<file path="src/rtl/long_prim_pkg.sv">
// long_prim_pkg: shared primitive-stage and segment-count helpers for long_prim_pipe.
package long_prim_pkg;
  localparam int MAX_W = 256;
  // Pairs are independent, so callers zero-extend to MAX_W and truncate the result.
  function automatic logic [MAX_W-1:0] prim_stage(input logic [MAX_W-1:0] x);
    logic [MAX_W-1:0] y;
    for (int j = 0; j < MAX_W/2; j++) begin
      y[2*j+1] = x[2*j+1] ^ x[2*j];
      y[2*j]   = ~x[2*j];
    end
    return y;
  endfunction
  function automatic int nreg(input int depth, input int reg_every);
    return (depth + reg_every - 1) / reg_every;
  endfunction
endpackage

</file>
<file path="src/rtl/long_prim_seg.sv">
// long_prim_seg: N combinational primitive stages followed by one valid/ready register slot.
module long_prim_seg
  import long_prim_pkg::*;
#(
  parameter int W = 8,
  parameter int N = 1
) (
  input  logic         clk,
  input  logic         rst,
  input  logic         in_valid_i,
  output logic         in_ready_o,
  input  logic [W-1:0] in_data_i,
  output logic         out_valid_o,
  input  logic         out_ready_i,
  output logic [W-1:0] out_data_o
);
  logic [W-1:0] data_d, data_q;
  logic         valid_q;
  always_comb begin
    data_d = in_data_i;
    for (int i = 0; i < N; i++) data_d = W'(prim_stage(MAX_W'(data_d)));
  end
  assign in_ready_o  = !rst && (!valid_q || out_ready_i);
  assign out_valid_o = valid_q;
  assign out_data_o  = data_q;
  always_ff @(posedge clk) begin
    if (rst) begin
      valid_q <= 1'b0;
      data_q  <= '0;
    end else if (in_ready_o) begin
      valid_q <= in_valid_i;
      if (in_valid_i) data_q <= data_d;
    end
  end
endmodule

</file>
<file path="src/rtl/long_prim_pipe.sv">
// long_prim_pipe: DEPTH primitive stages split into registered segments with valid/ready flow.
// Define LONG_PRIM_PIPE_STATS_EN to add output transfer and stall counters.
module long_prim_pipe
  import long_prim_pkg::*;
#(
  parameter int IO_PAIRS  = 4,
  parameter int DEPTH     = 8,
  parameter int REG_EVERY = 2
) (
  input  logic                  clk,
  input  logic                  rst,
  input  logic                  in_valid,
  output logic                  in_ready,
  input  logic [2*IO_PAIRS-1:0] in_data,
  output logic                  out_valid,
  input  logic                  out_ready,
  output logic [2*IO_PAIRS-1:0] out_data
`ifdef LONG_PRIM_PIPE_STATS_EN
  ,
  output logic [31:0]           stat_xfer_cnt,
  output logic [31:0]           stat_stall_cnt
`endif
);
  localparam int W    = 2 * IO_PAIRS;
  localparam int NREG = nreg(DEPTH, REG_EVERY);
  for (genvar k = 0; k < NREG; k++) begin : g
    localparam int N = (k == NREG - 1) ? DEPTH - (NREG - 1) * REG_EVERY : REG_EVERY;
    logic         iv, irdy, ov, ordy;
    logic [W-1:0] id, od;
    if (k == 0) begin : h
      assign iv = in_valid;
      assign id = in_data;
    end else begin : h
      assign iv = g[k-1].ov;
      assign id = g[k-1].od;
    end
    if (k == NREG - 1) begin : t
      assign ordy = out_ready;
    end else begin : t
      assign ordy = g[k+1].irdy;
    end
    long_prim_seg #(.W(W), .N(N)) u_seg (
      .clk        (clk),
      .rst        (rst),
      .in_valid_i (iv),
      .in_ready_o (irdy),
      .in_data_i  (id),
      .out_valid_o(ov),
      .out_ready_i(ordy),
      .out_data_o (od)
    );
  end
  assign in_ready  = g[0].irdy;
  assign out_valid = g[NREG-1].ov;
  assign out_data  = g[NREG-1].od;
`ifdef LONG_PRIM_PIPE_STATS_EN
  logic [31:0] xfer_q, stall_q;
  always_ff @(posedge clk) begin
    if (rst) begin
      xfer_q  <= '0;
      stall_q <= '0;
    end else begin
      xfer_q  <= xfer_q + 32'(out_valid && out_ready);
      stall_q <= stall_q + 32'(out_valid && !out_ready);
    end
  end
  assign stat_xfer_cnt  = xfer_q;
  assign stat_stall_cnt = stall_q;
`endif
endmodule

</file>
<file path="config.mk">
export PLATFORM = sky130hd
export DESIGN_NAME = long_prim_pipe
export DESIGN_NICKNAME = d
export VERILOG_FILES = /design/src/rtl/long_prim_pkg.sv /design/src/rtl/long_prim_seg.sv /design/src/rtl/long_prim_pipe.sv
export SDC_FILE = /design/constraint.sdc
export NUM_CORES = 1
export LEC_CHECK = 0
export BUFFER_PORTS_ARGS = -buffer_cell sky130_fd_sc_hd__buf_4
export CAP_MARGIN = 30
export CORE_UTILIZATION = 50
export DETAILED_ROUTE_END_ITERATION = 8
export PLACE_DENSITY = 0.67
export SLEW_MARGIN = 0
export SYNTH_ARGS = -nofsm -noshare
export SYNTH_HDL_FRONTEND = slang
export SYNTH_HIERARCHICAL = 1
export SYNTH_SLANG_ARGS = --single-unit
</file>
<file path="constraint.sdc">
create_clock -name clk -period 3 [get_ports clk]
set_input_delay 0.15 -clock clk [delete_from_list [all_inputs] [get_ports clk]]
set_output_delay 0.15 -clock clk [all_outputs]
set_load 0.005 [all_outputs]
</file>
==> results.ini, run 1 <==
[timing]
tns_ns = 0
tightest_slew_ns = 0.593
finalHoldViolCount = 0
finalCritPeriodShare_pct = 85.4
setup_viol = 0
slew_headroom_pct = 60.4
fmax_mhz = 390
rsz0062_at_grt = no
drv_slew = 0
period_minus_slack_ns = 2.56
worst_clock_skew_ns = 0.00342

[job]
cap_violations = 0

[place]
globalplace.congestion = 0.696
hpwl_um = 1810
port_buffers = 21

[clock_tree]
cts_root_buf = clkbuf_4
clock_path_buffers = 2
cts.sinks = 36
cts_tree = done
hold_buffers = 4
cts-buffers-inserted = 5
postCtsSetupBuffers = 0
clock_latency_ns = 0.33
htreeDepth = 2
path_clk_slew_ns = 0.10
cts_resized = 0

[synth]
yosysSeqAreaShare_pct = 44.0
synth_cell_types = 12
netlist_instances = 148
yosys_warnings = 6
yosysTopAreaCellShare_pct = 44.0
synth_seq_cells = 36
synth-edff-count = 0
async_flop_share_pct = 0
synth_common_cells = dfxtp_1 (36), a21oi_1 (20)
syn_area_per_cell_um2 = 11.1
synth_most_common_cell = dfxtp_1
ys.flop_type = dfxtp_1
yosysTopAreaCell = dfxtp_1
synth_area_leaders = dfxtp_1 (44%), a211oi_2 (12%), a21bo_2 (9.8%), a21oi_2 (8.6%), a21oi_1 (6.1%)
syn-num-nets = 160
syn_area_um2 = 1640

[setup_path]
rr_startpoint = g[3].u_seg/out_valid_o$_SDFFE_PP0P_
r2r-end = g[0].u_seg/out_data_o[7]$_SDFFE_PP0P_
worstPathArrival_ns = 2.41
worstPathMaxFanout = 15
crit_path_start_kind = flip-flop
worstSetupPathType = reg -> out
regToRegSetupSlack_ns = 0.71
end_kind = primary output
required_ns = 2.85
ff2ff_path_depth = 9
startpoint = g[3].u_seg/out_valid_o$_SDFFE_PP0P_

[die]
die_w_um = 59.2
start_util_pct = 53.2
die_y_um = 59.2
dieArea_um2 = 3510
core_um2 = 3080
row_count = 20
io_pins = 22

[route]
drt-pass1-iter-count = 4
ant_nets = 0
wire_per_inst_um = 12.0
viasPerCell = 5.33
drc = 0
drt-total-wl_um = 2580
vias = 1141
drt_iter0_drc = 25

[pwr]
power_uw = 931
leakagePower_uw = 0.000685
peakVddDrop_v = 0.000299
powerDensity_nw_per_um2 = 499

[global_routing]
grt_pass1_wl_um = 4560
grt_overflow = 0
grt_pass1_vias = 1046
grt_max_degree = 40
grt_use_total_pct = 17.6
antenna_found_initial = 0

[worst_hold_path]
min_to = g[0].u_seg/out_data_o[4]$_SDFFE_PP0P_
hold_start = in_data[4]
hold_depth = 3
hold_path_class = in -> reg

[finish]
antennaDiodeCount = 0
drive_gt1_share_pct = 50.6
area_delta_synth_final_pct = 13.9
nets = 182
fillers = 277

[status]
status = complete, no violations

==> worst max-delay path, stage by stage, from the launching register on <==
cell and delay (ns):
dfxtp_1 0.39, nand2b_4 0.14, nor2b_1 0.16, nand2b_4 0.21, nor2b_1 0.16, nand2b_4 0.24
nor2b_1 0.19, nand2b_4 0.24, nor2b_1 0.19, buf_4 0.15
==> per-layer routing <==
layer  wire, µm  track usage [%]
met1       1130             18.6
met2       1280             30.8
met3        101             4.59
met4         63             11.2
met5          0                0
==> through the flow <==
stage                     worst slack [ns]  util (%)  hold WS, ns  cell area (µm²)  instances
after floorplan                      0.790         -        0.241             1640        148
after global placement               0.822      57.2        0.333             1760        203
after detailed placement             0.718      57.2        0.335             1760        203
after CTS                            0.405      60.6       0.0683             1860        214
after global routing                 0.284      60.6       0.0659             1860        214
final                                0.437      60.6       0.0789             1860        214
==> power by group <==
| part | total, µW | switching (µW) | internal, µW |
|---|---|---|---|
| registers | 530 | 26.7 | 503 |
| logic | 123 | 58.4 | 64.8 |
| clock network | 278 | 145 | 133 |
==> worst max path at each step <==
stage,to,cells past startpoint
2_1_floorplan,g[0].u_seg/out_data_o[1]$_SDFFE_PP0P_,13
3_3_place_gp,g[0].u_seg/out_data_o[3]$_SDFFE_PP0P_,9
3_5_place_dp,g[0].u_seg/out_data_o[7]$_SDFFE_PP0P_,9
4_1_cts,in_ready,9
5_1_grt,in_ready,9
6_report,in_ready,9
==> kinds of logic after synthesis <==
family	share of synthesized area, %
DFF	44.0
buffers and inverters	7.34
AOI/OAI and AO/OA	36.7
and+or+nand+nor	11.9
==> layout make-up <==
class | count | area (µm²) | share of cell area, %
timing repair buffer | 27 | 213 | 11.4
clock buffer | 7 | 65.1 | 3.49
inverter | 4 | 15.0 | 0.805
multi-input combinational | 96 | 796 | 42.7
tap | 44 | 55.1 | 2.95
sequential | 36 | 721 | 38.7
==> placed cells by master, fill, tap and decap left out <==
master          n
clkbuf_8        2
a21bo_2        16
dfxtp_1        36
nand3_1        16
and2_4          4
a21oi_1        20
nand2b_4        4
clkbuf_4        5
nor2b_1         4
dlygate4sd3_1   4
a21oi_2        16
buf_4          23
a211oi_2       16
inv_1           4
==> sequential cells by signal (all words and copies together) (netlist names) <==
signal               count
g.u_seg/out_data_o      32
g.u_seg/out_valid_o      4
(Power assumes the default switching activity.)
==> run 2, diff against run 1 <==
==> constraint.sdc (replaced) <==
create_clock -name clk -period 3 [get_ports clk]
set_input_delay 0.45 -clock clk [delete_from_list [all_inputs] [get_ports clk]]
set_output_delay 0.45 -clock clk [all_outputs]
set_load 0.005 [all_outputs]
==> results.ini, run 2 (synthesized netlist as in run 1, its figures left out) <==
[setup_path]
worstPathCellList = nand2b_4 > nor2b_1 > nand2b_4 > nor2b_1 > nand2b_4 > nor2b_1 > nand2b_4 > nor2b_1 > buf_4
cpPeakStageDelay_ns = 0.38  ; about the same
regToRegSetupSlack_ns = 0.72  ; about the same
crit_path_start_kind = flip-flop
r2r-end = g[0].u_seg/out_data_o[5]$_SDFFE_PP0P_
critPathCapture = in_ready
startpoint = g[3].u_seg/out_valid_o$_SDFFE_PP0P_
ff2ff_path_depth = 10  ; +1
rr_startpoint = g[3].u_seg/out_valid_o$_SDFFE_PP0P_
end_kind = primary output
worstPathMaxFanout = 15  ; unchanged
cp_slowest_cell = dfxtp_1
worstPathArrival_ns = 2.23  ; -0.18 ns
worstSetupPathType = reg -> out
required_ns = 2.55  ; -0.30 ns

[clock_tree]
clock_path_buffers = 2  ; unchanged
cts_tree = done
cts.sinks = 36  ; unchanged
cts_resized = 0  ; unchanged
hold_buffers = 0  ; -4
cts_root_buf = clkbuf_4
cts-buffers-inserted = 5  ; unchanged
clock_latency_ns = 0.33  ; about the same
path_clk_slew_ns = 0.10  ; about the same
htreeDepth = 2  ; unchanged
postCtsSetupBuffers = 0  ; unchanged

[die]
dieArea_um2 = 3510  ; unchanged
start_util_pct = 53.2  ; unchanged
die_y_um = 59.2  ; unchanged
io_pins = 22  ; unchanged
die_w_um = 59.2  ; unchanged
core_um2 = 3080  ; unchanged
row_count = 20  ; unchanged

[place]
hpwl_um = 1740  ; -3.7%
globalplace.congestion = 0.708  ; +1.8%
placed_area_um2 = 1770  ; +0.85%
port_buffers = 21  ; unchanged

[global_routing]
grt_pass1_wl_um = 4640  ; +1.8%
grt_pass1_vias = 990  ; -5.4%
grt_max_degree = 39  ; -2.5%
antenna_found_initial = 0  ; unchanged
grt_overflow = 0  ; unchanged
grt_use_total_pct = 18.0  ; +0.42 points

[route]
vias = 1094  ; -4.1%
wire_per_inst_um = 12.4  ; +3.2%
routed-wl-met2_um = 1220  ; -4.9%
drt-pass1-iter-count = 4  ; unchanged
viasPerCell = 5.14  ; -3.7%
drt_iter0_drc = 18  ; -28%
dr_wl_met3_um = 113  ; +12%
ant_nets = 0  ; unchanged
drt-total-wl_um = 2650  ; +2.8%
drc = 0  ; unchanged
top_layer_used = met4
wirelength_met1_um = 1270  ; +12%

[pwr]
peakVddDrop_v = 0.000268  ; -11%
power_uw = 918  ; -1.4%
leakagePower_uw = 0.000673  ; -1.7%
powerDensity_nw_per_um2 = 501  ; +0.29%

[finish]
final_cell_mix = dfxtp_1 (36), buf_4 (25), a21oi_1 (20)
area_delta_synth_final_pct = 12.0
antennaDiodeCount = 0  ; unchanged
fin_area_um2 = 1830  ; -1.7%
nets = 180  ; -1.1%
largest_reg_flops = 32  ; unchanged
final_common_cell = dfxtp_1
drive_gt1_share_pct = 51.5  ; +0.89 points

[job]
cap_violations = 0  ; unchanged

[timing]
finalHoldViolCount = 0  ; unchanged
fmax_mhz = 373  ; -4.5%
tns_ns = 0  ; unchanged
finalCritPeriodShare_pct = 89.4  ; +4.0 points
worst_clock_skew_ns = 0.00579  ; +0.00237 ns
rsz0062_at_grt = no
tightest_slew_ns = 0.603  ; +0.0100 ns
period_minus_slack_ns = 2.68  ; +0.120 ns
drv_slew = 0  ; unchanged
setup_viol = 0  ; unchanged
slew_headroom_pct = 59.8  ; -0.67 points

[worst_hold_path]
hold_start = in_data[3]
hold_path_class = in -> reg

[status]
status = complete, no violations

## run 2: cell types whose count changed in the layout (fill, tap and decap cells not counted)
cell,change
buf_4,+2
clkbuf_1,+2
dlygate4sd3_1,-4
clkbuf_8,-1
## run 2: worst min path at each step
stage,cells past startpoint,slack [ns],end
finish,2,0.28,g[0].u_seg/out_data_o[3]$_SDFFE_PP0P_
global route,2,0.26,g[0].u_seg/out_data_o[5]$_SDFFE_PP0P_
CTS,2,0.26,g[0].u_seg/out_data_o[3]$_SDFFE_PP0P_
detailed placement,2,0.46,g[3].u_seg/out_data_o[4]$_SDFFE_PP0P_
global placement,2,0.46,g[3].u_seg/out_data_o[4]$_SDFFE_PP0P_
floorplan,2,0.44,g[1].u_seg/out_data_o[4]$_SDFFE_PP0P_
## run 2: report_power, final
group | switching, µW | leakage (µW) | total [µW] | internal (µW)
clock | 150 | 0.0000326 | 265 | 116
combinational | 63.8 | 0.000346 | 127 | 63.6
sequential | 22.1 | 0.000295 | 526 | 503
total | 235 | 0.000673 | 918 | 683
## run 2: stage by stage
step                cells  utilization (%)  setup slack [ns]  hold slack [ns]
finish                213             59.6             0.317            0.279
global route          213             59.6             0.170            0.259
CTS                   213             59.6             0.286            0.263
detailed placement    205             57.6             0.403            0.463
global placement      205             57.6             0.427            0.462
floorplan             148                -             0.380            0.438
## run 2: layout make-up
class                      instances  area [µm²]
sequential                        36         721
clock buffer                       8        58.8
multi-input combinational         96         796
fill                             297        1240
tap                               44        55.1
timing repair buffer              25         188
inverter                           4        15.0
## run 2: layer usage
metal / vias to the layer above / global-route usage [%]
li1: 571 / -
met1: 492 / 22.8
met2: 25 / 27.9
met3: 6 / 5.90
met4: 0 / 8.16
met5: - / 0
## run 2: critical path, delay by kind of cell, from the launching register on
family	cells	cell delay, ns
AND/OR/NAND/NOR	8	1.37
flip-flops	1	0.38
buffers and inverters	1	0.15
==> run 3, diff against run 2 <==
--- a/config.mk
+++ b/config.mk
@@ -9,6 +9,7 @@
 export CAP_MARGIN = 30
 export CORE_UTILIZATION = 50
 export DETAILED_ROUTE_END_ITERATION = 8
+export GPL_TIMING_DRIVEN = 0
 export PLACE_DENSITY = 0.67
 export SLEW_MARGIN = 0
 export SYNTH_ARGS = -nofsm -noshare
==> results.ini, run 3 (synthesized netlist as in run 1, its figures left out) <==
[timing]
worst_clock_skew_ns = 0.00672  ; +0.000927 ns
period_minus_slack_ns = 2.86  ; +0.177 ns
tightest_slew_ns = 0.538  ; -0.0651 ns
finalCritPeriodShare_pct = 95.3  ; +5.9 points
finalHoldViolCount = 0  ; unchanged
drv_slew = 0  ; unchanged
setup_viol = 0  ; unchanged
whs_ns = 0.280  ; +0.000793 ns
rsz0062_at_grt = no
fmax_mhz = 350  ; -6.2%
slew_headroom_pct = 64.2  ; +4.4 points

[route]
drt_iter0_drc = 26  ; +8
drt-pass1-iter-count = 4  ; unchanged
viasPerCell = 5.13  ; about the same
vias = 1170  ; +6.9%
drc = 0  ; unchanged
ant_nets = 0  ; unchanged
drt-total-wl_um = 2800  ; +5.8%
wire_per_inst_um = 12.3  ; -1.2%

[place]
placed_area_um2 = 1840  ; +3.8%
placed_cells = 212  ; +3.4%
port_buffers = 20  ; -4.8%
hpwl_um = 2040  ; +17%
globalplace.congestion = 0.705  ; -0.54%

[setup_path]
path_buf_inv = 4  ; +3
ff2ff_path_depth = 12  ; +2
r2r-end = g[0].u_seg/out_data_o[7]$_SDFFE_PP0P_
worstPathCellList = nand2b_4 > buf_6 > nor2b_2 > nand2b_4 > nor2b_1 > nand2b_4 > buf_6 > nor2b_1 > nand2b_4 > buf_6 > nor2b_1 > buf_4
cpPeakStageDelay_ns = 0.37  ; about the same
crit_path_start_kind = flip-flop
worstPathMaxFanout = 10  ; -5
path_common_cell = nand2b_4
worstPathArrival_ns = 2.41  ; +0.18 ns
regToRegSetupSlack_ns = 0.74  ; +0.02 ns
worstSetupPathType = reg -> out
cp_top_family = simple AND/OR/NAND/NOR gates
cp_slowest_cell = dfxtp_2
rr_startpoint = g[3].u_seg/out_valid_o$_SDFFE_PP0P_
required_ns = 2.55  ; about the same
end_kind = primary output

[worst_hold_path]
hold_path_class = in -> reg
hold_depth = 2  ; unchanged
min_to = g[0].u_seg/out_data_o[5]$_SDFFE_PP0P_
hold_start = in_data[5]

[job]
cap_violations = 0  ; unchanged

[status]
status = complete, no violations

[pwr]
seq_power_share_pct = 56.3  ; -0.9 points
power_uw = 935  ; +1.8%
leakagePower_uw = 0.000737  ; +9.4%
switching_share_pct = 25.7  ; about the same
p_clk_share_pct = 28.6  ; -0.3 points
switchingPower_uw = 240  ; +1.9%
powerDensity_nw_per_um2 = 477  ; -4.8%
p_int_uw = 695  ; +1.8%
combPwrFrac_pct = 15.1  ; +1.2 points
peakVddDrop_v = 0.000347  ; +30%

[finish]
final_common_cell = dfxtp_1
drive_gt1_share_pct = 54.3  ; +2.9 points
final_cell_mix = dfxtp_1 (35), buf_4 (29), a21oi_1 (20)
largest_reg_flops = 32  ; unchanged
nets = 195  ; +8.3%
fillers = 280  ; -5.7%
area_delta_synth_final_pct = 19.8
fin_area_um2 = 1960  ; +7.0%
antennaDiodeCount = 0  ; unchanged
final_cells = 228  ; +7.0%

[die]
die_y_um = 59.2  ; unchanged
start_util_pct = 53.2  ; unchanged
die_w_um = 59.2  ; unchanged
core_um2 = 3080  ; unchanged
io_pins = 22  ; unchanged
dieArea_um2 = 3510  ; unchanged
row_count = 20  ; unchanged

[global_routing]
grt_max_degree = 11  ; -72%
grt_pass1_vias = 1094  ; +11%
grt_overflow = 0  ; unchanged
grt_pass1_wl_um = 4900  ; +5.5%
antenna_found_initial = 0  ; unchanged
grt_use_total_pct = 19.1  ; +1.0 points

[clock_tree]
clock_latency_ns = 0.33  ; about the same
hold_buffers = 0  ; unchanged
cts_root_buf = clkbuf_4
cts_tree = done
clock_path_buffers = 2  ; unchanged
path_clk_slew_ns = 0.10  ; about the same
cts-buffers-inserted = 5  ; unchanged
htreeDepth = 2  ; unchanged
cts.sinks = 36  ; unchanged

## run 3: cell count changes in the layout (fill, tap and decap cells not counted)
cell	change
clkbuf_1	+4
nor2b_2	+1
nor2b_1	-1
dfxtp_1	-1
buf_6	+7
buf_4	+4
dfxtp_2	+1
## run 3: per-stage QoR
step | TNS [ns] | utilization (%) | worst slack [ns]
floorplan | 0 | - | 0.380
global placement | 0 | 59.8 | 0.0182
detailed placement | -0.00540 | 59.8 | -0.00540
CTS | 0 | 62.5 | 0.00666
global route | 0 | 63.7 | 0.00162
finish | 0 | 63.7 | 0.140
## run 3: metal layers
metal | global-route usage [%] | vias up | wire (µm) | share of wire [%]
met2 | 33.9 | 26 | 1450 | 52
li1 | - | 605 | - | -
met3 | 6.77 | 4 | 122 | 4.4
met4 | 9.18 | 0 | 48 | 1.7
met5 | 0 | - | 0 | 0
met1 | 19.8 | 535 | 1180 | 42
## run 3: repair_timing
| item | CTS | global route |
|---|---|---|
| gates resized for setup | 1 | 1 |
| endpoints found under the setup margin | 1 | 1 |
| buffers inserted | 3 | 6 |
## run 3: cell type report
cell class / instances / area, µm² / area share [%]
Sequential cell: 36 / 722 / 36.8
Tap cell: 44 / 55.1 / 2.81
Inverter: 4 / 15.0 / 0.766
Clock buffer: 8 / 58.8 / 3.00
Buffer: 11 / 93.8 / 4.79
Multi-Input combinational cell: 96 / 798 / 40.7
Timing Repair Buffer: 29 / 218 / 11.1
## run 3: power by group through the flow
stage                     Clock [µW]  Combinational, µW  Sequential (µW)
after floorplan                    0                101              534
after global placement             0                131              537
after detailed placement           0                135              538
after CTS                        278                139              527
after global routing             294                155              530
final                            267                141              526
## run 3: worst max path at each step
stage / to / depth (start not counted) / slack [ns] / startpoint
after floorplan: in_ready / 12 / 0.38 / out_ready
after global placement: in_ready / 14 / 0.02 / out_ready
after detailed placement: in_ready / 14 / -0.005 / out_ready
after CTS: in_ready / 13 / 0.007 / g[3].u_seg/out_valid_o$_SDFFE_PP0P_
after global routing: in_ready / 12 / 0.002 / g[3].u_seg/out_valid_o$_SDFFE_PP0P_
final: in_ready / 12 / 0.14 / g[3].u_seg/out_valid_o$_SDFFE_PP0P_
